File: config.mk
export PLATFORM = sky130hd
export DESIGN_NAME = cv32e40p_fpu_wb_scheduler
export DESIGN_NICKNAME = d
export VERILOG_FILES = /design/src/rtl/cv32e40p_fpu_wb_scheduler.sv
export SDC_FILE = /design/constraint.sdc
export NUM_CORES = 1
export LEC_CHECK = 0
export CAP_MARGIN = 5
export CORE_MARGIN = 10
export CORE_UTILIZATION = 45
export DETAILED_ROUTE_END_ITERATION = 10
export PLACE_DENSITY = 0.72
export SLEW_MARGIN = 20
export SYNTH_ARGS = -nofsm -noshare
export SYNTH_HDL_FRONTEND = slang
export SYNTH_SLANG_ARGS = --single-unit
File: constraint.sdc
create_clock -name clk -period 2.75 [get_ports clk]
set_input_delay 0.275 -clock clk [delete_from_list [all_inputs] [get_ports clk]]
set_output_delay 0.275 -clock clk [all_outputs]
set_load 0.01 [all_outputs]
File: src/rtl/cv32e40p_fpu_wb_scheduler.sv
// FPU issue/writeback scheduler: latency-indexed reservation table
// plus iterative DIV/SQRT tracking for the shared regfile write port.
module cv32e40p_fpu_wb_scheduler #(
  parameter int FPU_ADDMUL_LAT = 2,
  parameter int FPU_OTHERS_LAT = 2,
  parameter bit ZFINX          = 1'b1
) (
  input  logic       clk,
  input  logic       rst_n,
  input  logic       req_i,
  input  logic [1:0] op_class_i,
  input  logic [5:0] rd_i,
  input  logic       rd_we_i,
  input  logic [5:0] rs1_i,
  input  logic [5:0] rs2_i,
  input  logic [5:0] rs3_i,
  input  logic [2:0] rs_used_i,
  output logic       gnt_o,
  output logic       stall_raw_o,
  output logic       stall_port_o,
  input  logic       fpu_rvalid_i,
  output logic       wb_valid_o,
  output logic       wb_we_o,
  output logic [5:0] wb_addr_o,
  input  logic       flush_i,
  output logic       busy_o,
  output logic       err_o
);
  localparam int MAX_LAT = (FPU_ADDMUL_LAT > FPU_OTHERS_LAT) ?
                           FPU_ADDMUL_LAT : FPU_OTHERS_LAT;

  logic [MAX_LAT-1:0] vld_q, vld_d;
  logic [MAX_LAT-1:0] we_q, we_d;
  logic [MAX_LAT-1:0] kill_q, kill_d;
  logic [5:0]         addr_q [MAX_LAT];
  logic [5:0]         addr_d [MAX_LAT];
  logic               iter_q, iter_d;
  logic               it_we_q, it_we_d;
  logic               it_kill_q, it_kill_d;
  logic [5:0]         it_addr_q, it_addr_d;

  logic cls_am, cls_ot, cls_ds, cls_rsv;
  logic raw, port_blk, iter_ret, trk_we, issue;
  logic [MAX_LAT:0] vld_ext;
  logic [5:0]       chk_a [4];
  logic [3:0]       chk_en;

  assign cls_am  = op_class_i == 2'd0;
  assign cls_ot  = op_class_i == 2'd1;
  assign cls_ds  = op_class_i == 2'd2;
  assign cls_rsv = op_class_i == 2'd3;

  assign chk_a[0] = rs1_i;
  assign chk_a[1] = rs2_i;
  assign chk_a[2] = rs3_i;
  assign chk_a[3] = rd_i;
  assign chk_en   = {rd_we_i, rs_used_i};

  // killed entries still hold their register until they drain
  always_comb begin
    raw = 1'b0;
    for (int c = 0; c < 4; c++) begin
      if (chk_en[c] && !(ZFINX && chk_a[c] == 6'd0)) begin
        for (int k = 0; k < MAX_LAT; k++)
          if (vld_q[k] && we_q[k] && addr_q[k] == chk_a[c])
            raw = 1'b1;
        if (iter_q && it_we_q && it_addr_q == chk_a[c])
          raw = 1'b1;
      end
    end
  end

  // padded so slot[MAX_LAT] reads as empty
  assign vld_ext = {1'b0, vld_q};

  always_comb begin
    port_blk = iter_q;
    unique case (1'b1)
      cls_am:  port_blk = port_blk | vld_ext[FPU_ADDMUL_LAT];
      cls_ot:  port_blk = port_blk | vld_ext[FPU_OTHERS_LAT];
      cls_ds:  port_blk = port_blk | (|vld_q);
      default: port_blk = port_blk;
    endcase
  end

  assign issue        = req_i & ~cls_rsv;
  assign stall_raw_o  = issue & raw;
  assign stall_port_o = issue & port_blk;
  assign gnt_o        = rst_n & issue & ~raw & ~port_blk;

  assign iter_ret   = fpu_rvalid_i & ~vld_q[0] & iter_q;
  assign wb_valid_o = vld_q[0] | iter_ret;
  assign wb_addr_o  = vld_q[0] ? addr_q[0] :
                      (iter_ret ? it_addr_q : 6'd0);
  assign wb_we_o    = vld_q[0] ?
                      (fpu_rvalid_i & we_q[0] & ~kill_q[0]) :
                      (iter_ret & it_we_q & ~it_kill_q);
  assign err_o      = rst_n & ((req_i & cls_rsv) |
                      (vld_q[0] & ~fpu_rvalid_i) |
                      (fpu_rvalid_i & ~vld_q[0] & ~iter_q));
  assign busy_o     = (|vld_q) | iter_q;

  assign trk_we = rd_we_i & ~(ZFINX & (rd_i == 6'd0));

  always_comb begin
    for (int k = 0; k < MAX_LAT - 1; k++) begin
      vld_d[k]  = vld_q[k+1];
      we_d[k]   = we_q[k+1];
      kill_d[k] = kill_q[k+1] | (flush_i & vld_q[k+1]);
      addr_d[k] = addr_q[k+1];
    end
    vld_d[MAX_LAT-1]  = 1'b0;
    we_d[MAX_LAT-1]   = 1'b0;
    kill_d[MAX_LAT-1] = 1'b0;
    addr_d[MAX_LAT-1] = 6'd0;
    iter_d    = iter_q & ~iter_ret;
    it_we_d   = it_we_q;
    it_kill_d = it_kill_q | (flush_i & iter_q);
    it_addr_d = it_addr_q;
    if (gnt_o) begin
      unique case (1'b1)
        cls_am: begin
          vld_d[FPU_ADDMUL_LAT-1]  = 1'b1;
          we_d[FPU_ADDMUL_LAT-1]   = trk_we;
          kill_d[FPU_ADDMUL_LAT-1] = flush_i;
          addr_d[FPU_ADDMUL_LAT-1] = rd_i;
        end
        cls_ot: begin
          vld_d[FPU_OTHERS_LAT-1]  = 1'b1;
          we_d[FPU_OTHERS_LAT-1]   = trk_we;
          kill_d[FPU_OTHERS_LAT-1] = flush_i;
          addr_d[FPU_OTHERS_LAT-1] = rd_i;
        end
        cls_ds: begin
          iter_d    = 1'b1;
          it_we_d   = trk_we;
          it_kill_d = flush_i;
          it_addr_d = rd_i;
        end
        default: iter_d = iter_d;
      endcase
    end
  end

  always_ff @(posedge clk or negedge rst_n) begin
    if (!rst_n) begin
      vld_q     <= '0;
      we_q      <= '0;
      kill_q    <= '0;
      for (int k = 0; k < MAX_LAT; k++)
        addr_q[k] <= 6'd0;
      iter_q    <= 1'b0;
      it_we_q   <= 1'b0;
      it_kill_q <= 1'b0;
      it_addr_q <= 6'd0;
    end else begin
      vld_q     <= vld_d;
      we_q      <= we_d;
      kill_q    <= kill_d;
      for (int k = 0; k < MAX_LAT; k++)
        addr_q[k] <= addr_d[k];
      iter_q    <= iter_d;
      it_we_q   <= it_we_d;
      it_kill_q <= it_kill_d;
      it_addr_q <= it_addr_d;
    end
  end

endmodule
==> flow_summary.toml, run 1 <==
[synthesis]
synth_most_common_cell = "xnor2_1"
syn_avg_cell_area_sq_um = 8.86
syn_nets = 271
synth.top_cell.area_share_pct = 32.3
synth_edf_count = 0
async_flop_share_pct = 100
ys_warn_count = 0
synth_flop_cell = "dfrtp_1"
ys_ff_latch = 27
netlist_instances = 236
yosysSeqAreaShare_pct = 32.3
yosys-top-cells-area = "dfrtp_1 (32%), xnor2_1 (19%), xor2_1 (11%), nand2_1 (4.7%), clkbuf_1 (3.9%)"
synth_largest_area_cell = "dfrtp_1"
synth_area_sq_um = 2090
ys_types = 39
ys_top_cells_by_count = "xnor2_1 (45), dfrtp_1 (27), xor2_1 (27), nand2_1 (26), clkbuf_1 (22)"

[routing]
vias_per_cell = 5.46
remaining_drc_errors = 0
first_pass_iters = 4
first_iter_violations = 155
ant_nets = 0
wl_per_cell_um = 18.1
routed_wirelength_mm = 6.33
vias = 1907

[grt]
first_global_vias = 1965
antenna_found_initial = 0
grt_max_degree = 29
grt_pass1_wl_mm = 10.1
overflow = 0
track_usage_pct = 16.4

[power]
powerDensity_nw_per_um2 = 391
finalPower_mw = 1.11
p_leak_nw = 1.18
ir_worst_vdd_v = 0.000357

[worst_setup_path]
crit_arrival_ns = 2.40
reg2reg_depth = 4
crit_type = "input pin to primary output"
reg2reg_slack_ns = 0.46
crit_path_start_kind = "input pin"
rr_endpoint = "it_addr_q[5]"
regToRegStartpoint = "vld_q[0]"
crit_required_ns = 2.48
end_kind = "primary output"
path_max_fanout = 4

[finish]
antenna_cells = 0
syn_to_final_growth_pct = 35.8
seq_area_sq_um = 676
multi_input_area_sq_um = 1320
nFillCells = 374
num-nets-final = 333
drive_gt1_share_pct = 17.8
final_core_util_pct = 64.3

[timing]
post-route-period-util_pct = 97.2
hold_violations = 0
tightest_slew_ns = 0.392
finalSetupViolations = 0
layout_min_cycle_time_ns = 2.67
clock.fmax_mhz = 374
slew_headroom_pct = 73.9
fin_skew_ns = 0.00808
slew_viol_final = 0

[floorplan]
die_w_um = 88.2
dieArea_sq_um = 7770
core_area_sq_um = 4410
initial_utilization_pct = 47.4
die_h_um = 88.2
pin_count = 48
row_count = 24

[clocking]
clockRootBuffer = "clkbuf_8"
clk_pin_slew_worst_paths_ns = 0.09
htree_levels = 1
post_cts_buffers = 0
cts_made_buffers = 3
cts_sinks = 27
ctsLongestPathBuffers = 2
cts_tree = "done"
clkLatencyLatePin_ns = 0.27

[worst_hold_path]
hold_depth = 0
min_to = "we_q[0]"
min_from = "we_q[1]"
hold_class = "register to register"

[place]
dp_hpwl_mm = 5.03
numPortBuffers = 47
place_congestion = 0.894

[flow_run]
max-cap-violations = 0

[status]
status = "finished, final reports clean"
==> through the flow <==
stage               std cells  area, sq um  setup WS [ns]   TNS, ns  hold slack, ns
global route              349         2840       -0.00201  -0.00201           0.382
detailed placement        345         2790         -0.543    -0.738           0.357
floorplan                 236         2090          0.294         0         -0.0206
finish                    349         2840         0.0762         0           0.381
CTS                       349         2830         0.0685         0           0.379
global placement          345         2790         -0.507    -0.660           0.355
==> registers in the layout, summed over array words and instances, names as in the netlist <==
signal	cells
addr_d	6
addr_q	6
it_addr_q	6
it_kill_q	1
it_we_q	1
iter_q	1
kill_q	2
vld_q	2
we_q	2
==> logic make-up (layout without fill, tap and decap cells) <==
family,after synthesis,count (layout),synth area share (%)
and+or+nand+nor,79,79,19.5
xor gates and xnor gates,72,72,30.2
DFF,27,27,32.3
buffers and inverters,26,87,5.09
AOI/OAI and AO/OA,25,25,9.16
muxes,7,7,3.77
==> layout by cell type (no fill, tap or decap), types with 8 or more instances in the layout <==
| master | Yosys | layout |
|---|---|---|
| nand3_1 | 9 | 9 |
| buf_4 | 0 | 35 |
| xor2_1 | 27 | 27 |
| dfrtp_1 | 27 | 27 |
| nand4_1 | 9 | 9 |
| nand2_1 | 26 | 26 |
| clkdlybuf4s50_1 | 0 | 35 |
| xnor2_1 | 45 | 45 |
| nor2_1 | 8 | 8 |
| o21ai_0 | 8 | 8 |
==> worst max path at each step <==
stage                     cells after the start           to      from  slack (ns)
after global placement                        8        gnt_o   rd_i[1]       -0.51
after detailed placement                      8        gnt_o   rd_i[1]       -0.54
final                                         9  stall_raw_o  rs2_i[4]        0.08
after CTS                                     9  stall_raw_o   rd_i[5]        0.07
after floorplan                               6        gnt_o   rd_i[0]        0.29
after global routing                          8        gnt_o  rs3_i[2]      -0.002
==> layer usage <==
metal / track usage [%] / wire, um / up-vias
met3: 3.16 / 396 / 8
met4: 4.71 / 72 / 0
met1: 22.5 / 2940 / 909
met2: 25.5 / 2920 / 68
li1: - / - / 922
met5: 0 / 0 / -
==> critical path, cell delays in order <==
cell and delay [ns]:
clkdlybuf4s50_1 0.50, buf_4 0.18, xor2_1 0.14, nor4_1 0.27, nand3_1 0.15, and3_1 0.23
buf_4 0.14, a31oi_1 0.24, clkdlybuf4s15_1 0.28
==> where the power goes <==
part           total [mW]  internal (mW)  switching, mW
logic               0.361          0.212          0.149
clock network       0.222          0.103          0.119
registers           0.528          0.438         0.0905
==> what timing repair did <==
action	4_1_cts	5_1_grt
pin swaps	6	2
endpoints found under the setup margin	2	2
resized for setup	13	5
hold buffers	0	0
==> area by class of cell <==
class,instances,share of cell area (%)
clock buffer,3,1.45
clock inverter,1,0.264
inverter,1,0.132
sequential,27,23.8
timing repair buffer,82,25.6
tap,52,2.29
multi-input combinational,183,46.5
Power figures use the tool's default switching activity.
==> inputs of run 2 (changes only) <==
--- a/config.mk
+++ b/config.mk
@@ -5,11 +5,12 @@
 export SDC_FILE = /design/constraint.sdc
 export NUM_CORES = 1
 export LEC_CHECK = 0
+export ABC_AREA = 1
 export CAP_MARGIN = 5
 export CORE_MARGIN = 10
-export CORE_UTILIZATION = 45
+export CORE_UTILIZATION = 52
 export DETAILED_ROUTE_END_ITERATION = 10
-export PLACE_DENSITY = 0.72
+export PLACE_DENSITY = 0.8
 export SLEW_MARGIN = 20
 export SYNTH_ARGS = -nofsm -noshare
 export SYNTH_HDL_FRONTEND = slang
==> run 2 against run 1 <==
  * Total power down 0.88%
  * Setup slack improved by 0.056 ns
  * Critical path depth rose by 3
  * Clock skew fell by 0.0052 ns
  * Wire length is 34% higher
  * Synthesized area is 13% higher
  * Register-to-register slack better by 0.28 ns
  * Largest cell class unchanged
  * Largest power group unchanged
  * Highest routed layer unchanged
==> flow_summary.toml, run 2 <==
[timing]
tightest_slew_ns = 0.406
fin_skew_ns = 0.00290
hold_slack_ns = 0.360
post-route-period-util_pct = 95.2
layout_min_cycle_time_ns = 2.62
slew_viol_final = 0
clock.fmax_mhz = 382
hold_violations = 0
finalSetupViolations = 0
slew_headroom_pct = 72.9

[worst_setup_path]
crit_path_start_kind = "input pin"
end_kind = "primary output"
crit_arrival_ns = 2.34
crit_required_ns = 2.48
rr_endpoint = "addr_d[7]"
crit_type = "input pin to primary output"
startpoint = "rs2_i[1]"
reg2reg_depth = 16
regToRegStartpoint = "addr_d[6]"
path_max_fanout = 5
reg2reg_slack_ns = 0.74

[worst_hold_path]
hold_depth = 3
hold_class = "input pin to register"
min_from = "rd_i[4]"
min_to = "it_addr_q[4]"

[place]
numPortBuffers = 47
place_congestion = 0.954
dp_hpwl_mm = 6.76
placed_cell_area_sq_um = 2910

[floorplan]
die_h_um = 87.3
core_area_sq_um = 4380
die_w_um = 87.3
initial_utilization_pct = 53.8
row_count = 24
pin_count = 48
dieArea_sq_um = 7630

[synthesis]
async_flop_share_pct = 100
synth_most_common_cell = "nand2_1"
synth_edf_count = 0
ys_warn_count = 0
ys_ff_latch = 27
ys_top_cells_by_count = "nand2_1 (169), inv_1 (58), nor2_1 (35), dfrtp_1 (27), nand3_1 (26)"
synth_flop_cell = "dfrtp_1"
yosys-top-cells-area = "dfrtp_1 (29%), nand2_1 (27%), inv_1 (9.2%), nor2_1 (5.6%), nand3_1 (5.5%)"
yosysSeqAreaShare_pct = 28.7
synth_area_sq_um = 2360
synth_largest_area_cell = "dfrtp_1"
syn_nets = 437
synth.top_cell.area_share_pct = 28.7
ys_types = 26
netlist_instances = 402
syn_avg_cell_area_sq_um = 5.86

[grt]
track_usage_pct = 22.0
antenna_found_initial = 0
overflow = 0
first_global_vias = 2624
grt_max_degree = 28
grt_pass1_wl_mm = 13.4

[routing]
first_pass_iters = 6
first_iter_violations = 253
ant_nets = 0
wl_per_cell_um = 16.8
routed_wirelength_mm = 8.50
vias_per_cell = 5.54
remaining_drc_errors = 0
vias = 2810

[power]
ir_worst_vdd_v = 0.000590
p_leak_nw = 1.68
powerDensity_nw_per_um2 = 369

[flow_run]
max-cap-violations = 0

[finish]
num-nets-final = 491
syn_to_final_growth_pct = 26.6
design_area_sq_um = 2980
layout_common_cells = "nand2_1 (168), inv_1 (56), clkdlybuf4s50_1 (40), nor2_1 (35), nand3_1 (26)"
final_core_util_pct = 68.1
antenna_cells = 0
drive_gt1_share_pct = 9.45
final_common_cell = "nand2_1"

[clocking]
clk_pin_slew_worst_paths_ns = 0.09
holdBufCountCts = 0
htree_levels = 1
clockRootBuffer = "clkbuf_8"
cts_made_buffers = 3
clkLatencyLatePin_ns = 0.27
ctsLongestPathBuffers = 2
cts_sinks = 27
cts_tree = "done"

[status]
status = "finished, final reports clean"
run 2: cell types whose count changed after synthesis, moves of 7 or more:
cell	before	now
mux2_2	7	0
nand2_1	26	169
inv_1	1	58
inv_2	0	10
nand3_1	9	26
nor2_1	8	35
nor2_2	0	10
a21oi_1	1	8
clkbuf_1	22	0
xnor2_1	45	2
xor2_1	27	8
run 2: worst max-delay path by stage:
stage | end | slack (ns) | cells after the start
6_report | stall_raw_o | 0.13 | 12
5_1_grt | gnt_o | -0.01 | 14
4_1_cts | stall_raw_o | 0.06 | 12
3_5_place_dp | stall_raw_o | 0.07 | 12
3_3_place_gp | stall_raw_o | 0.06 | 14
2_1_floorplan | gnt_o | 1.16 | 11
run 2: through the flow:
step / power [mW] / cells / worst slack, ns / setup TNS (ns)
6_report: 1.10 / 507 / 0.133 / 0
5_1_grt: 1.16 / 507 / -0.0142 / -0.0142
4_1_cts: 1.09 / 507 / 0.0564 / 0
3_5_place_dp: 0.874 / 503 / 0.0660 / 0
3_3_place_gp: 0.871 / 503 / 0.0634 / 0
2_1_floorplan: 0.693 / 402 / 1.16 / 0
run 2: final cells by class:
class	instances	area, sq um
sequential	27	682
clock buffer	3	41.3
fill	409	1400
inverter	68	255
clock inverter	1	5.00
tap	52	65.1
multi-input combinational	304	1410
timing repair buffer	52	526
run 2: per-layer routing:
layer | vias to the layer above | track usage (%) | routed length, um
li1 | 1360 | - | -
met1 | 1293 | 28.5 | 3440
met2 | 140 | 36.4 | 4130
met3 | 17 | 2.53 | 688
met4 | 0 | 7.68 | 243
met5 | - | 0 | 0
run 2: kinds of logic after synthesis:
kind of cell	after synthesis	synth area share (%)
xor gates and xnor gates	10	3.72
buffers and inverters	71	11.8
AOI/OAI and AO/OA	33	8.07
and+or+nand+nor	261	47.7
DFF	27	28.7
run 2: worst max-delay path: stages:
cell and delay, ns:
clkdlybuf4s50_1 0.55, inv_1 0.10, nand2_1 0.07, nand4_1 0.14, nor2_1 0.16, nand3_1 0.08
nand3_1 0.09, nand2_2 0.08, nand3_2 0.14, nand2_1 0.07, inv_1 0.05, clkdlybuf4s50_1 0.53
run 2: power by group:
| part | switching [mW] | total (mW) | internal, mW |
|---|---|---|---|
| sequential | 0.0629 | 0.497 | 0.434 |
| clock | 0.121 | 0.223 | 0.101 |
| combinational | 0.227 | 0.381 | 0.155 |
| total | 0.411 | 1.10 | 0.690 |
run 2: what timing repair did:
| item | 4_1_cts | 5_1_grt |
|---|---|---|
| setup endpoints to repair | 0 | 2 |
| gates resized for setup | 0 | 16 |
| setup buffers | 0 | 0 |
==> inputs of run 3 (changes only) <==
--- a/config.mk
+++ b/config.mk
@@ -7,11 +7,14 @@
 export LEC_CHECK = 0
 export ABC_AREA = 1
 export CAP_MARGIN = 5
+export CORE_ASPECT_RATIO = 1.5
 export CORE_MARGIN = 10
 export CORE_UTILIZATION = 52
+export CTS_CLUSTER_DIAMETER = 50
 export DETAILED_ROUTE_END_ITERATION = 10
 export PLACE_DENSITY = 0.8
 export SLEW_MARGIN = 20
 export SYNTH_ARGS = -nofsm -noshare
 export SYNTH_HDL_FRONTEND = slang
 export SYNTH_SLANG_ARGS = --single-unit
+export TNS_END_PERCENT = 10
==> run 3 against run 2 <==
  * Core utilization grew 1.0 points
  * Combinational power up 1%
  * Clock skew decreased by 0.00086 ns
  * Die area grew 0.73%
  * Largest power group unchanged
==> flow_summary.toml, run 3 (synthesis results as in run 2) <==
[flow_run]
max-cap-violations = 0

[routing]
vias = 2818
vias_per_cell = 5.62
ant_nets = 0
routed_wirelength_mm = 8.73
first_pass_iters = 4
wl_per_cell_um = 17.4
remaining_drc_errors = 0
first_iter_violations = 242

[grt]
grt_pass1_wl_mm = 14.2
first_global_vias = 2942
grt_max_degree = 28
track_usage_pct = 23.9
antenna_found_initial = 0
overflow = 0

[finish]
antenna_cells = 0
drive_gt1_share_pct = 8.79
syn_to_final_growth_pct = 26.5
layout_common_cells = "nand2_1 (168), inv_1 (56), clkdlybuf4s50_1 (36), nor2_1 (35), nand3_1 (26)"
final_common_cell = "nand2_1"
num-nets-final = 491

[power]
p_int_uw = 693
p_leak_nw = 1.72
power.share.sequential_pct = 44.7
ir_worst_vdd_v = 0.000441
power_frac_comb_pct = 34.7
power.switching_uw = 420
pwr-share-clk_pct = 20.6
powerDensity_nw_per_um2 = 373
sw_frac_of_total_pct = 37.7

[floorplan]
die_h_um = 102
pin_count = 48
row_count = 29
die_w_um = 75.0
dieArea_sq_um = 7680
initial_utilization_pct = 54.6
core_area_sq_um = 4320

[timing]
layout_min_cycle_time_ns = 2.67
tightest_slew_ns = 0.433
clock.fmax_mhz = 375
finalSetupViolations = 0
hold_slack_ns = 0.376
setup_tns_ns = 0
hold_violations = 0
slew_viol_final = 0
rsz0062_at_grt = "false"
slew_headroom_pct = 71.2
post-route-period-util_pct = 97.1
fin_skew_ns = 0.00204

[worst_hold_path]
min_from = "rd_i[4]"
min_to = "addr_d[10]"
hold_depth = 3
hold_class = "input pin to register"

[worst_setup_path]
rr_endpoint = "it_addr_q[5]"
crit_required_ns = 2.48
crit_arrival_ns = 2.40
regToRegStartpoint = "it_addr_q[4]"
end_kind = "primary output"
crit_path_start_kind = "register"
crit_type = "register to primary output"
path_max_fanout = 6
reg2reg_depth = 12
reg2reg_slack_ns = 0.74

[clocking]
cts_tree = "done"
ctsLongestPathBuffers = 2
htree_levels = 1
cts_resized = 0
holdBufCountCts = 0
clkLatencyLatePin_ns = 0.27
post_cts_buffers = 0
clockRootBuffer = "clkbuf_8"
cts_sinks = 27
clk_pin_slew_worst_paths_ns = 0.09
cts_made_buffers = 3

[status]
status = "finished, final reports clean"

[place]
place_congestion = 1.06
numPortBuffers = 47
dp_hpwl_mm = 6.94
run 3: worst max path at each step:
stage / depth (start not counted) / end / start
floorplan: 11 / gnt_o / addr_q[7]
global placement: 11 / gnt_o / rd_i[3]
finish: 11 / stall_raw_o / it_addr_q[4]
detailed placement: 11 / gnt_o / rd_i[3]
CTS: 11 / gnt_o / rd_i[3]
global route: 11 / stall_raw_o / it_addr_q[4]
run 3: power groups by stage:
stage / Clock (mW) / Combinational (mW) / Sequential (mW)
6_report: 0.230 / 0.386 / 0.497
5_1_grt: 0.254 / 0.428 / 0.501
4_1_cts: 0.235 / 0.382 / 0.493
3_5_place_dp: 0 / 0.378 / 0.499
3_3_place_gp: 0 / 0.375 / 0.499
2_1_floorplan: 0 / 0.223 / 0.470
run 3: cell type report:
cell class	instances	area, sq um
Multi-Input combinational cell	304	1410
Fill cell	377	1340
Sequential cell	27	679
Timing Repair Buffer	52	536
Inverter	68	255
Tap cell	46	57.6
Clock buffer	3	41.3
Clock inverter	1	8.76
run 3: per-stage QoR:
stage	cells	power [mW]	instance area, sq um	setup slack, ns	utilization [%]
final	501	1.11	2980	0.0798	69.1
after global routing	501	1.18	2980	0.00231	69.1
after CTS	501	1.11	2950	0.0373	68.3
after detailed placement	497	0.877	2900	0.0407	67.1
after global placement	497	0.874	2900	0.0752	67.1
after floorplan	402	0.693	2360	1.16	-
run 3: critical path, stage by stage (launching register included):
cell and delay [ns]:
dfrtp_1 0.53, inv_1 0.21, nand2_1 0.10, nand4_1 0.09, nor2_1 0.14, nand3_1 0.10
nand3_1 0.11, nand2_2 0.07, nand3_2 0.14, nand2_1 0.06, inv_1 0.05, clkdlybuf4s50_1 0.53
run 3: routing by layer:
layer,vias to the layer above,share of wire [%],GRT usage [%],wire [um]
met3,35,7.2,3.39,630
met5,-,0,0,0
met1,1281,36,26.7,3160
met4,0,5.7,17.8,494
li1,1354,-,-,-
met2,148,51,39.7,4440
